`src/rtl/uart_frame_parser_pkg.sv`:
```
// Shared definitions for the UART command-frame parser: state encoding,
// error causes and default frame byte values.
package uart_pkg;

    typedef enum logic [2:0] {
        ST_IDLE,
        ST_OP,
        ST_A2,
        ST_A1,
        ST_A0,
        ST_DAT,
        ST_CSUM,
        ST_ISSUE
    } state_t;

    localparam logic [1:0] ERR_OVR  = 2'd0;
    localparam logic [1:0] ERR_OP   = 2'd1;
    localparam logic [1:0] ERR_CSUM = 2'd2;
    localparam logic [1:0] ERR_TO   = 2'd3;

    localparam logic [7:0] DEF_HEADER = 8'hAA;
    localparam logic [7:0] DEF_OP_WR  = 8'h01;
    localparam logic [7:0] DEF_OP_SE  = 8'h02;

endpackage

```
`src/rtl/uart_frame_parser_timeout.sv`:
```
// Inter-byte timeout counter: clears on request, counts while enabled and
// flags expiry on the cycle it holds TO_CYC-1.
module frame_timeout_cnt #(
    parameter int TO_CYC = 520_833,
    parameter int TO_W   = 20
) (
    input  logic sclk,
    input  logic rst,
    input  logic clr,
    input  logic en,
    output logic expire
);

    logic [TO_W-1:0] cnt;

    assign expire = en && (cnt == TO_W'(TO_CYC - 1));

    always_ff @(posedge sclk) begin
        if (rst || clr || expire) begin
            cnt <= '0;
        end else if (en) begin
            cnt <= cnt + 1'b1;
        end
    end

endmodule

```
`src/rtl/uart_frame_parser.sv`:
```
// Assembles 7-byte command frames from the UART byte stream, validates them
// and hands each good frame to the flash controller on a valid/ready handshake.
//
//   state    | meaning
//   ---------+----------------------------------------------
//   IDLE     | hunting for the header byte
//   OP       | expecting the opcode
//   A2/A1/A0 | expecting address bytes, MSB first
//   DAT      | expecting the data byte
//   CSUM     | expecting the XOR checksum
//   ISSUE    | command presented, waiting for cmd_ready
module uart_frame_parser
    import uart_pkg::*;
#(
    parameter logic [7:0] HEADER = DEF_HEADER,
    parameter logic [7:0] OP_WR  = DEF_OP_WR,
    parameter logic [7:0] OP_SE  = DEF_OP_SE,
    parameter int         TO_CYC = 520_833,
    parameter int         TO_W   = 20
) (
    input  logic        sclk,
    input  logic        rst,
    input  logic [7:0]  po_data,
    input  logic        po_flag,
    output logic        cmd_valid,
    input  logic        cmd_ready,
    output logic [7:0]  cmd_op,
    output logic [23:0] cmd_addr,
    output logic [7:0]  cmd_data,
    output logic        err_flag,
    output logic [1:0]  err_code
);

    state_t     state, state_nxt;
    logic [7:0] acc;
    logic       op_ok;
    logic       in_frame;
    logic       tmo_en, tmo_clr, tmo_expire;
    logic       err_set;
    logic [1:0] err_cause;

    assign op_ok     = (po_data == OP_WR) || (po_data == OP_SE);
    assign in_frame  = (state != ST_IDLE) && (state != ST_ISSUE);
    assign tmo_en    = in_frame && !po_flag;
    assign tmo_clr   = !in_frame || po_flag;
    assign cmd_valid = (state == ST_ISSUE);

    frame_timeout_cnt #(
        .TO_CYC (TO_CYC),
        .TO_W   (TO_W)
    ) u_timeout (
        .sclk   (sclk),
        .rst    (rst),
        .clr    (tmo_clr),
        .en     (tmo_en),
        .expire (tmo_expire)
    );

    always_ff @(posedge sclk) begin
        if (rst) begin
            state <= ST_IDLE;
        end else begin
            state <= state_nxt;
        end
    end

    always_comb begin
        state_nxt = state;
        err_set   = 1'b0;
        err_cause = err_code;
        case (state)
            ST_IDLE: begin
                if (po_flag && (po_data == HEADER)) state_nxt = ST_OP;
            end
            ST_OP: begin
                if (po_flag) begin
                    if (op_ok) begin
                        state_nxt = ST_A2;
                    end else begin
                        state_nxt = ST_IDLE;
                        err_set   = 1'b1;
                        err_cause = ERR_OP;
                    end
                end
            end
            ST_A2:  if (po_flag) state_nxt = ST_A1;
            ST_A1:  if (po_flag) state_nxt = ST_A0;
            ST_A0:  if (po_flag) state_nxt = ST_DAT;
            ST_DAT: if (po_flag) state_nxt = ST_CSUM;
            ST_CSUM: begin
                if (po_flag) begin
                    if (po_data == acc) begin
                        state_nxt = ST_ISSUE;
                    end else begin
                        state_nxt = ST_IDLE;
                        err_set   = 1'b1;
                        err_cause = ERR_CSUM;
                    end
                end
            end
            ST_ISSUE: begin
                if (cmd_ready) state_nxt = ST_IDLE;
                // A byte here is lost even when the handshake completes this cycle.
                if (po_flag) begin
                    err_set   = 1'b1;
                    err_cause = ERR_OVR;
                end
            end
            default: state_nxt = ST_IDLE;
        endcase
        if (tmo_expire) begin
            state_nxt = ST_IDLE;
            err_set   = 1'b1;
            err_cause = ERR_TO;
        end
    end

    // Fields load straight into the outputs; nothing loads while in ISSUE,
    // so they stay stable for the whole handshake.
    always_ff @(posedge sclk) begin
        if (rst) begin
            acc      <= '0;
            cmd_op   <= '0;
            cmd_addr <= '0;
            cmd_data <= '0;
            err_flag <= 1'b0;
            err_code <= ERR_OVR;
        end else begin
            err_flag <= err_set;
            if (err_set) err_code <= err_cause;
            if (po_flag) begin
                case (state)
                    ST_OP: begin
                        if (op_ok) begin
                            cmd_op <= po_data;
                            acc    <= po_data;
                        end
                    end
                    ST_A2: begin
                        cmd_addr[23:16] <= po_data;
                        acc             <= acc ^ po_data;
                    end
                    ST_A1: begin
                        cmd_addr[15:8] <= po_data;
                        acc            <= acc ^ po_data;
                    end
                    ST_A0: begin
                        cmd_addr[7:0] <= po_data;
                        acc           <= acc ^ po_data;
                    end
                    ST_DAT: begin
                        cmd_data <= po_data;
                        acc      <= acc ^ po_data;
                    end
                    default: ;
                endcase
            end
        end
    end

endmodule

```
`config.mk`:
```
export PLATFORM = sky130hd
export DESIGN_NAME = uart_frame_parser
export DESIGN_NICKNAME = d
export VERILOG_FILES = /design/src/rtl/uart_frame_parser_pkg.sv /design/src/rtl/uart_frame_parser_timeout.sv /design/src/rtl/uart_frame_parser.sv
export SDC_FILE = /design/constraint.sdc
export NUM_CORES = 1
export LEC_CHECK = 0
export CORE_MARGIN = 10
export CORE_UTILIZATION = 40
export CTS_CLUSTER_DIAMETER = 40
export DETAILED_ROUTE_END_ITERATION = 8
export GPL_ROUTABILITY_DRIVEN = 0
export PLACE_DENSITY = 0.68
export SYNTH_ARGS = -nofsm -noshare
export SYNTH_HDL_FRONTEND = slang
export SYNTH_SLANG_ARGS = --single-unit
```
`constraint.sdc`:
```
create_clock -name sclk -period 4 [get_ports sclk]
set_input_delay 0.8 -clock sclk [delete_from_list [all_inputs] [get_ports sclk]]
set_output_delay 0.8 -clock sclk [all_outputs]
set_load 0.01 [all_outputs]
```
* Yosys cells after proc, flatten, opt, wreduce, memory -nomap -nowiden *
Index checks and enable logic that the tools add are counted.

cells by class
  add/subtract/negate cells = 1
  equal/unequal tests = 27
  mux-type cells = 27
  bitwise operators = 1
  reductions and logical operators = 24

operators by type and width
  cell                     count
  $mux W3                  9
  $pmux W3 S8              1
  $add A20 B1 Y20 const B  1
  $eq A20 B19 Y1 const B   1
  $ne A2 B2 Y1 const B     8
  $pmux W8 S2              1
  $ne A3 B2 Y1 const B     5
  $mux W2                  7
  $eq A3 B3 Y1 const B     4
  $eq A8 B1 Y1 const B     1
  $eq A8 B2 Y1 const B     1
  $eq A8 B8 Y1             1
  $eq A8 B8 Y1 const B     1
  $mux W8                  1
  $reduce_and A2 Y1        4
  $reduce_and A8 Y1        1
  $xor A8 B8 Y8            1
  $reduce_and A7 Y1        1
  $eq A3 B2 Y1 const B     2
  $mux W1                  6
  $pmux W2 S3              1
  $reduce_and A3 Y1        2
  $logic_and A1 B1 Y1      4
  $logic_or A1 B1 Y1       4
  other kinds (11)         12

word-level totals
  register bits after elaboration = 74
  input port bits = 12
  output and inout bits = 44
  word-level logic and storage cells = 90

* Logic depth before layout (Yosys ltp) *
Gate-level depths: netlist of run 1.

  depth in word-level cells = 7
  gate-level depth with buffers = 8

* Hierarchy *
A second synthesis of run 1 with hierarchy kept.

second synthesis, totals
  cell total of the unflattened synthesis = 412
  area total of the unflattened synthesis = 3357.0 um2

modules (own cells, without submodules)
  module             times used  cells an instance  area each (um2)
  uart_frame_parser  1           297                2401.1
  frame_timeout_cnt  1           115                955.9

* Worst setup path after synthesis of run 1 *
Ideal clock, no wire load.

  kind = input port to flip-flop
  start = in po_data[5]
  end = reg acc[2]
  setup time = 0.133 ns
  data arrival time = 2.180 ns
  path slack = 1.688 ns
  stages on the path = 6
  path buffers = 1
  path through = clkbuf_1 > or3_1 > nor4b_4 > o21ai_1 > o21ai_1 > a31oi_1

between the ends
  longest elaborated chain between the ends = 4

ends and longest elaborated chain
  item                                                 line                      RTL
  start, declared                                      uart_frame_parser.sv:23   input logic [7:0] po_data,
  $eq A8 B1 Y1 / $eq A8 B2 Y1 (equally long branches)  uart_frame_parser.sv:42   assign op_ok = (po_data == OP_WR) || (po_data == OP_SE);
  $logic_or A1 B1 Y1 *                                 uart_frame_parser.sv:42
  $ne A2 B2 Y1 (no line) *                             --
  $reduce_and A3 Y1 (no line) *                        --
  end signal, assigned                                 uart_frame_parser.sv:136  acc <= po_data;
  end signal, assigned                                 uart_frame_parser.sv:141  acc <= acc ^ po_data;
  end signal, assigned                                 uart_frame_parser.sv:145  acc <= acc ^ po_data;
  end, declared                                        uart_frame_parser.sv:35   logic [7:0] acc;

Mark *: on every way between the ends. The rest lies on a longest branch, timed or not.
A chain may end at the register's enable or synchronous reset.

* Final worst setup path of run 1 *
  start = in po_flag
  end = reg u_timeout.cnt[7]

between the ends
  longest elaborated chain between the ends = 4

ends and longest elaborated chain
  item                  line                             RTL
  start, declared       uart_frame_parser.sv:24          input logic po_flag,
  $logic_not A1 Y1      uart_frame_parser.sv:44          assign tmo_en = in_frame && !po_flag;
  $logic_and A1 B1 Y1   uart_frame_parser.sv:44
  $logic_and A1 B1 Y1   uart_frame_parser_timeout.sv:16  assign expire = en && (cnt == TO_W'(TO_CYC - 1));
  $logic_or A1 B1 Y1    uart_frame_parser_timeout.sv:19  if (rst || clr || expire) begin
  end signal, assigned  uart_frame_parser_timeout.sv:22  cnt <= cnt + 1'b1;
  end, declared         uart_frame_parser_timeout.sv:14  logic [TO_W-1:0] cnt;

Several ways; a longest one is shown, not always the timed one.

==> impl_metrics.tcl, run 1 <==
set metrics [dict create \
    worstPathCellList "clkdlybuf4s50_1 > buf_4 > nor2b_1 > or3b_4 > o31ai_4 > or4_1 > nor2_1" \
    synth-adder-area-share_pct 1.86 \
    cts_tree "yes" \
    synthMuxAreaShare_pct 0.596 \
    synth_area_leaders "dfxtp_1, nand2_1, a21oi_1" \
    grt_pass1_vias 2820 \
    areaGrowthSynthToFinish_pct 24.2 \
    grt_pass1_wl_microns 14200 \
    hold_slack_ns 0.455 \
    cts_max_level 3 \
    routedWlPerCell_microns 14.5 \
    drive_gt1_share_pct 6.15 \
    power_density_nw_per_um2 363 \
    ir_drop_uv 285 \
    synthTopCellsByCount "nand2_1, dfxtp_1, a21oi_1" \
    hold_class "reg -> reg" \
    globalRouteMet3Util_pct 4.13 \
    dr.pass1.iters 4 \
    cp-start-kind "input port" \
    via_per_inst 5.10 \
    worstPathMaxFanout 20 \
    synth_nets 425 \
    p_leak_nw 1.38 \
    ant_nets 0 \
    rr_worst_depth 6 \
    synth_top_family_by_area "simple AND/OR/NAND/NOR gates" \
    final_nets 467 \
    slew_headroom_pct 50.1 \
    dr_total_vias 2858 \
    busiest_layer "met2" \
    cp.required_ns 4.21 \
    crit_type "in -> reg" \
    rsz0062_at_grt "no" \
    cts_buffer_depth 2 \
    cts_resized 0 \
    worst_setup_path_end_kind "flip-flop" \
    min_period_ns 2.79 \
    cts_buffers 9 \
    synth_simple_gate_area_share_pct 29.0 \
    ioPinCount 56 \
    clk_pin_slew_ns 0.08 \
    synth_xor_area_share_pct 5.22 \
    critPathSlowestCell "or4_1" \
    yosysSeqAreaShare_pct 44.1 \
    ys.warnings.count 0 \
    skew_ns 0.0126 \
    worst_ep_arrival_time_ns 3.00 \
    ys_async_sr_fraction_pct 0 \
    grt_util_met1_pct 16.8 \
    synth_cells 408 \
    root_buffer "clkbuf_8" \
    synth-compound-area-share_pct 14.5 \
    yosysTopAreaCell "dfxtp_1" \
    max_freq_ghz 0.358 \
    synth_area_sq_um 3360 \
    cts.sinks 74 \
    finalCritPeriodShare_pct 69.8 \
    yosys.cell_count.top_type "nand2_1" \
    dieWidth_microns 112 \
    dieArea_sq_um 12500 \
    wirelength_microns 8140 \
    grt_overflow 0 \
    antenna_cells 0 \
    drt_iter0_drc 153 \
    ys.flop_type "dfxtp_1" \
    cpPeakStageDelay_ns 0.61 \
    postCtsHoldBufs 0 \
    globalRouteMet2Util_pct 21.6 \
    ys_ff_latch 74 \
    dp_hpwl_microns 5900 \
    synth_top_area_share_pct 44.1 \
    setup_viol_count_final 0 \
    setup_tns_ns 0 \
    antenna_found_initial 0 \
    start_util_pct 41.1 \
    synth_edf_count 0 \
    clock_latency_ns 0.35 \
    post_cts_buffers 0 \
    hold_depth 2 \
    coreArea_sq_um 8180 \
    max_cap_violations 0 \
    synth.distinct_cells 47 \
    status "finished, final reports clean" \
    hold_violations 0 \
    worstMarginPinSlew_ns 0.741 \
    grt_max_degree 44 \
    rows 33 \
    drcViolationCount 0 \
    drv_slew 0 \
    die_h_microns 112 \
    port_buffers 55 \
    nFillCells 795 \
    grtUsageTotal_pct 13.5 \
    synth.avg_cell_area_sq_um 8.23 \
]
## cells by family (layout without fill, tap and decap cells)
kind of cell	after synthesis	after routing
compound gates	85	85
fa+ha+maj	5	5
buf+inv	34	81
xor+xnor	20	20
mux	2	2
simple gates	188	188
flops	74	74
## power breakdown
group	total, mW	switching (mW)	internal (mW)
Sequential	0.744	0.00586	0.738
Combinational	0.0666	0.0401	0.0265
Clock	0.701	0.283	0.418
Total	1.51	0.329	1.18
## state kept, by name (all words and copies together), names as in the netlist
register and cells:
cmd_addr 24, u_timeout.cnt 20, acc 8, cmd_data 8
cmd_op 8, state 3, err_code 2, err_flag 1
## per-stage QoR
step	area [sq um]	setup WS [ns]	total power [mW]	utilization, %	instances
global placement	3930	0.898	0.828	48.0	544
finish	4170	1.21	1.51	51.0	560
detailed placement	3930	0.834	0.828	48.0	544
CTS	4170	1.21	1.53	51.0	560
floorplan	3360	1.69	0.807	-	408
global route	4170	1.05	1.57	51.0	560
## layer usage
layer  wire length, microns  vias to the layer above  part of all wire (%)
li1                       -                     1475                     -
met1                   3770                     1304                    46
met2                   3780                       68                    46
met3                    456                       11                   5.6
met4                    125                        0                   1.5
met5                      0                        -                     0
## layout make-up
| type | count | area (sq um) | area share [%] |
|---|---|---|---|
| multi-input cells | 300 | 1720 | 41.2 |
| flip-flops and latches | 74 | 1480 | 35.5 |
| repair buffers | 57 | 566 | 13.6 |
| well taps | 105 | 131 | 3.15 |
| clock buffers | 10 | 128 | 3.06 |
| clock inverters | 6 | 113 | 2.70 |
| inverters | 8 | 30.0 | 0.721 |
## path summary, 6_finish.rpt
check	from	end	slack, ns
min reg2reg	cmd_data[7]	cmd_data[7]	0.46
max reg2reg	state[1]	acc[1]	1.52
max	po_flag	u_timeout.cnt[7]	1.21
min	cmd_data[7]	cmd_data[7]	0.46
## critical path: cells and delay by family
| family | cells | cell delay, ns |
|---|---|---|
| simple gates | 4 | 1.32 |
| compound gates | 1 | 0.30 |
| buf+inv | 2 | 0.58 |
## placed cells by master, fill, tap and decap left out, types with 2 or more instances in the layout
| cell type | synthesis | routed |
|---|---|---|
| o21bai_1 | 2 | 2 |
| a21oi_1 | 46 | 46 |
| and4_1 | 2 | 2 |
| mux2i_1 | 2 | 2 |
| inv_6 | 0 | 2 |
| nand4_2 | 2 | 2 |
| xnor2_1 | 13 | 13 |
| clkdlybuf4s50_1 | 0 | 55 |
| and2_1 | 7 | 7 |
| nand3b_1 | 8 | 8 |
| bufinv_16 | 0 | 3 |
| nand2b_1 | 2 | 2 |
| dfxtp_1 | 74 | 74 |
| o21ai_1 | 10 | 10 |
| clkbuf_8 | 0 | 9 |
| or3_1 | 9 | 9 |
| a31oi_1 | 7 | 7 |
| o21ai_0 | 10 | 10 |
| and3_1 | 6 | 6 |
| a21o_1 | 2 | 2 |
| nor2b_1 | 3 | 3 |
| nand3_1 | 17 | 17 |
| nor4_1 | 3 | 3 |
| inv_1 | 8 | 8 |
| nor4b_4 | 2 | 2 |
| xor2_1 | 7 | 7 |
| nor2_1 | 29 | 29 |
| nand2_1 | 81 | 81 |
| nand4_1 | 5 | 5 |
| o31a_1 | 2 | 2 |
| buf_4 | 2 | 2 |
| nor3_1 | 3 | 3 |
| ha_1 | 5 | 5 |
Power figures use the tool's default switching activity.
==> run 2: changes to the inputs <==
--- a/config.mk
+++ b/config.mk
@@ -10,7 +10,7 @@
 export CTS_CLUSTER_DIAMETER = 40
 export DETAILED_ROUTE_END_ITERATION = 8
 export GPL_ROUTABILITY_DRIVEN = 0
-export PLACE_DENSITY = 0.68
+export PLACE_DENSITY = 0.7
 export SYNTH_ARGS = -nofsm -noshare
 export SYNTH_HDL_FRONTEND = slang
 export SYNTH_SLANG_ARGS = --single-unit
==> constraint.sdc (replaced) <==
create_clock -name sclk -period 2.4 [get_ports sclk]
set_input_delay 0.48 -clock sclk [delete_from_list [all_inputs] [get_ports sclk]]
set_output_delay 0.48 -clock sclk [all_outputs]
set_load 0.01 [all_outputs]
==> run 2 against run 1 <==
Clock power up 48%. Wire length rose by 0.53%. Final cell count rose by 2.9%. Clock skew fell by 0.0062 ns. Power up 60%. Combinational power is 98% higher. Worst hold slack improved by 0.0019 ns. Critical path type is now reg -> out. Flip-flop and latch count did not move. Sequential power increased by 67%. Via count is 3.3% higher. Utilization rose by 1.4 points. Setup slack worse by 1.1 ns.
==> impl_metrics.tcl, run 2 (synthesis gave the netlist of run 1 again) <==
set metrics [dict create \
    ant_nets 0 \
    max_freq_ghz 0.437 \
    grt_overflow 0 \
    die_h_microns 112 \
    cts.sinks 74 \
    dr_total_vias 2953 \
    via_per_inst 5.13 \
    critPathSlowestCell "dfxtp_1" \
    final_nets 484 \
    largest_register_ffs 24 \
    start_util_pct 41.1 \
    drv_slew 0 \
    hold_slack_ns 0.457 \
    drt_iter0_drc 166 \
    cpPeakStageDelay_ns 0.58 \
    min_period_ns 2.29 \
    clk_pin_slew_ns 0.08 \
    power.total_mw 2.41 \
    port_buffers 55 \
    dieWidth_microns 112 \
    worstMarginPinSlew_ns 0.495 \
    worstPathMaxFanout 11 \
    cts_buffer_depth 2 \
    largestRegisters "cmd_addr (24), u_timeout.cnt (20)" \
    hold_violations 0 \
    routedWlPerCell_microns 14.2 \
    post_cts_buffers 0 \
    grt_pass1_vias 2740 \
    ioPinCount 56 \
    postCtsHoldBufs 0 \
    fin_util_pct 52.4 \
    nFillCells 757 \
    cp-start-kind "flip-flop" \
    status "finished, final reports clean" \
    setup_tns_ns 0 \
    grtUsageTotal_pct 13.0 \
    dr.pass1.iters 5 \
    antenna_found_initial 0 \
    finalCritPeriodShare_pct 95.3 \
    worst_ep_arrival_time_ns 1.81 \
    worstPathCellList "and3_4 > clkdlybuf4s50_1" \
    clock_latency_ns 0.34 \
    crit_type "reg -> out" \
    wirelength_microns 8180 \
    grt_max_degree 44 \
    root_buffer "clkbuf_8" \
    cts_buffers 9 \
    dieArea_sq_um 12500 \
    fin_area_sq_um 4290 \
    cts_tree "yes" \
    cts_max_level 3 \
    areaGrowthSynthToFinish_pct 27.7 \
    setup_viol_count_final 0 \
    power_density_nw_per_um2 563 \
    drive_gt1_share_pct 9.77 \
    setup_ws_ns 0.112 \
    final_cell_mix "nand2_1, dfxtp_1, clkdlybuf4s50_1" \
    dp_cells 561 \
    hold_class "reg -> reg" \
    worst_setup_path_end_kind "output pin" \
    slew_headroom_pct 66.9 \
    rows 33 \
    dp_hpwl_microns 6080 \
    final_common_cell "nand2_1" \
    skew_ns 0.00636 \
    max_cap_violations 0 \
    cp.required_ns 1.92 \
    coreArea_sq_um 8180 \
    final_cells 576 \
    dp_worst_setup_slack_ns 0.0224 \
    drcViolationCount 0 \
    antenna_cells 0 \
    top_register "cmd_addr" \
    grt_pass1_wl_microns 13600 \
    rsz0062_at_grt "no" \
    p_leak_nw 1.45 \
    ir_drop_uv 398 \
    dpl_cell_area_sq_um 4070 \
]
run 2: cell types whose count changed in the layout (fill, tap and decap cells not counted), sizes merged:
cell / before / now
clkinv: 1 / 2
clkinvlp: 0 / 2
inv: 10 / 8
buf: 2 / 19
bufinv: 3 / 2
clkbuf: 10 / 9
run 2: timing repair:
action,CTS,global route
endpoints found under the setup margin,1,0
endpoints found under the hold margin,0,0
gates resized for setup,1,0
run 2: path summary, 6_finish.rpt:
check,startpoint,endpoint,slack [ns],cells after the start
max,state[2],cmd_valid,0.11,2
min,cmd_data[2],cmd_data[2],0.46,2
max reg2reg,state[2],u_timeout.cnt[14],0.41,6
min reg2reg,cmd_data[2],cmd_data[2],0.46,2
run 2: critical path, delay by kind of cell (launching register included):
family,cells,cell delay (ns)
AND/OR/NAND/NOR,1,0.32
buffers and inverters,1,0.57
flip-flops,1,0.58
run 2: layer usage:
layer | vias to the layer above | track usage, % | routed length, microns
met5 | - | 0 | 0
met4 | 0 | 4.63 | 102
met3 | 10 | 3.06 | 469
met2 | 71 | 22.5 | 4210
met1 | 1366 | 15.4 | 3400
li1 | 1506 | - | -
run 2: area by class of cell:
class / instances / area (sq um) / share of cell area, %
clock buffers: 9 / 124 / 2.89
clock inverters: 6 / 92.6 / 2.16
inverters: 8 / 30.0 / 0.701
multi-input cells: 300 / 1720 / 40.1
flip-flops and latches: 74 / 1480 / 34.6
well taps: 105 / 131 / 3.07
repair buffers: 74 / 706 / 16.5
run 2: report_power, final:
part	switching, mW	internal, mW
Combinational	0.0741	0.0582
Clock	0.459	0.583
Sequential	0.00950	1.23
Total	0.542	1.87
==> run 3: changes to the inputs <==
--- a/config.mk
+++ b/config.mk
@@ -5,6 +5,7 @@
 export SDC_FILE = /design/constraint.sdc
 export NUM_CORES = 1
 export LEC_CHECK = 0
+export ABC_CLOCK_PERIOD_IN_PS = 2400
 export CORE_MARGIN = 10
 export CORE_UTILIZATION = 40
 export CTS_CLUSTER_DIAMETER = 40
==> results of run 3 <==
No change in the layout: final DEF, timing and power equal those of run 2.
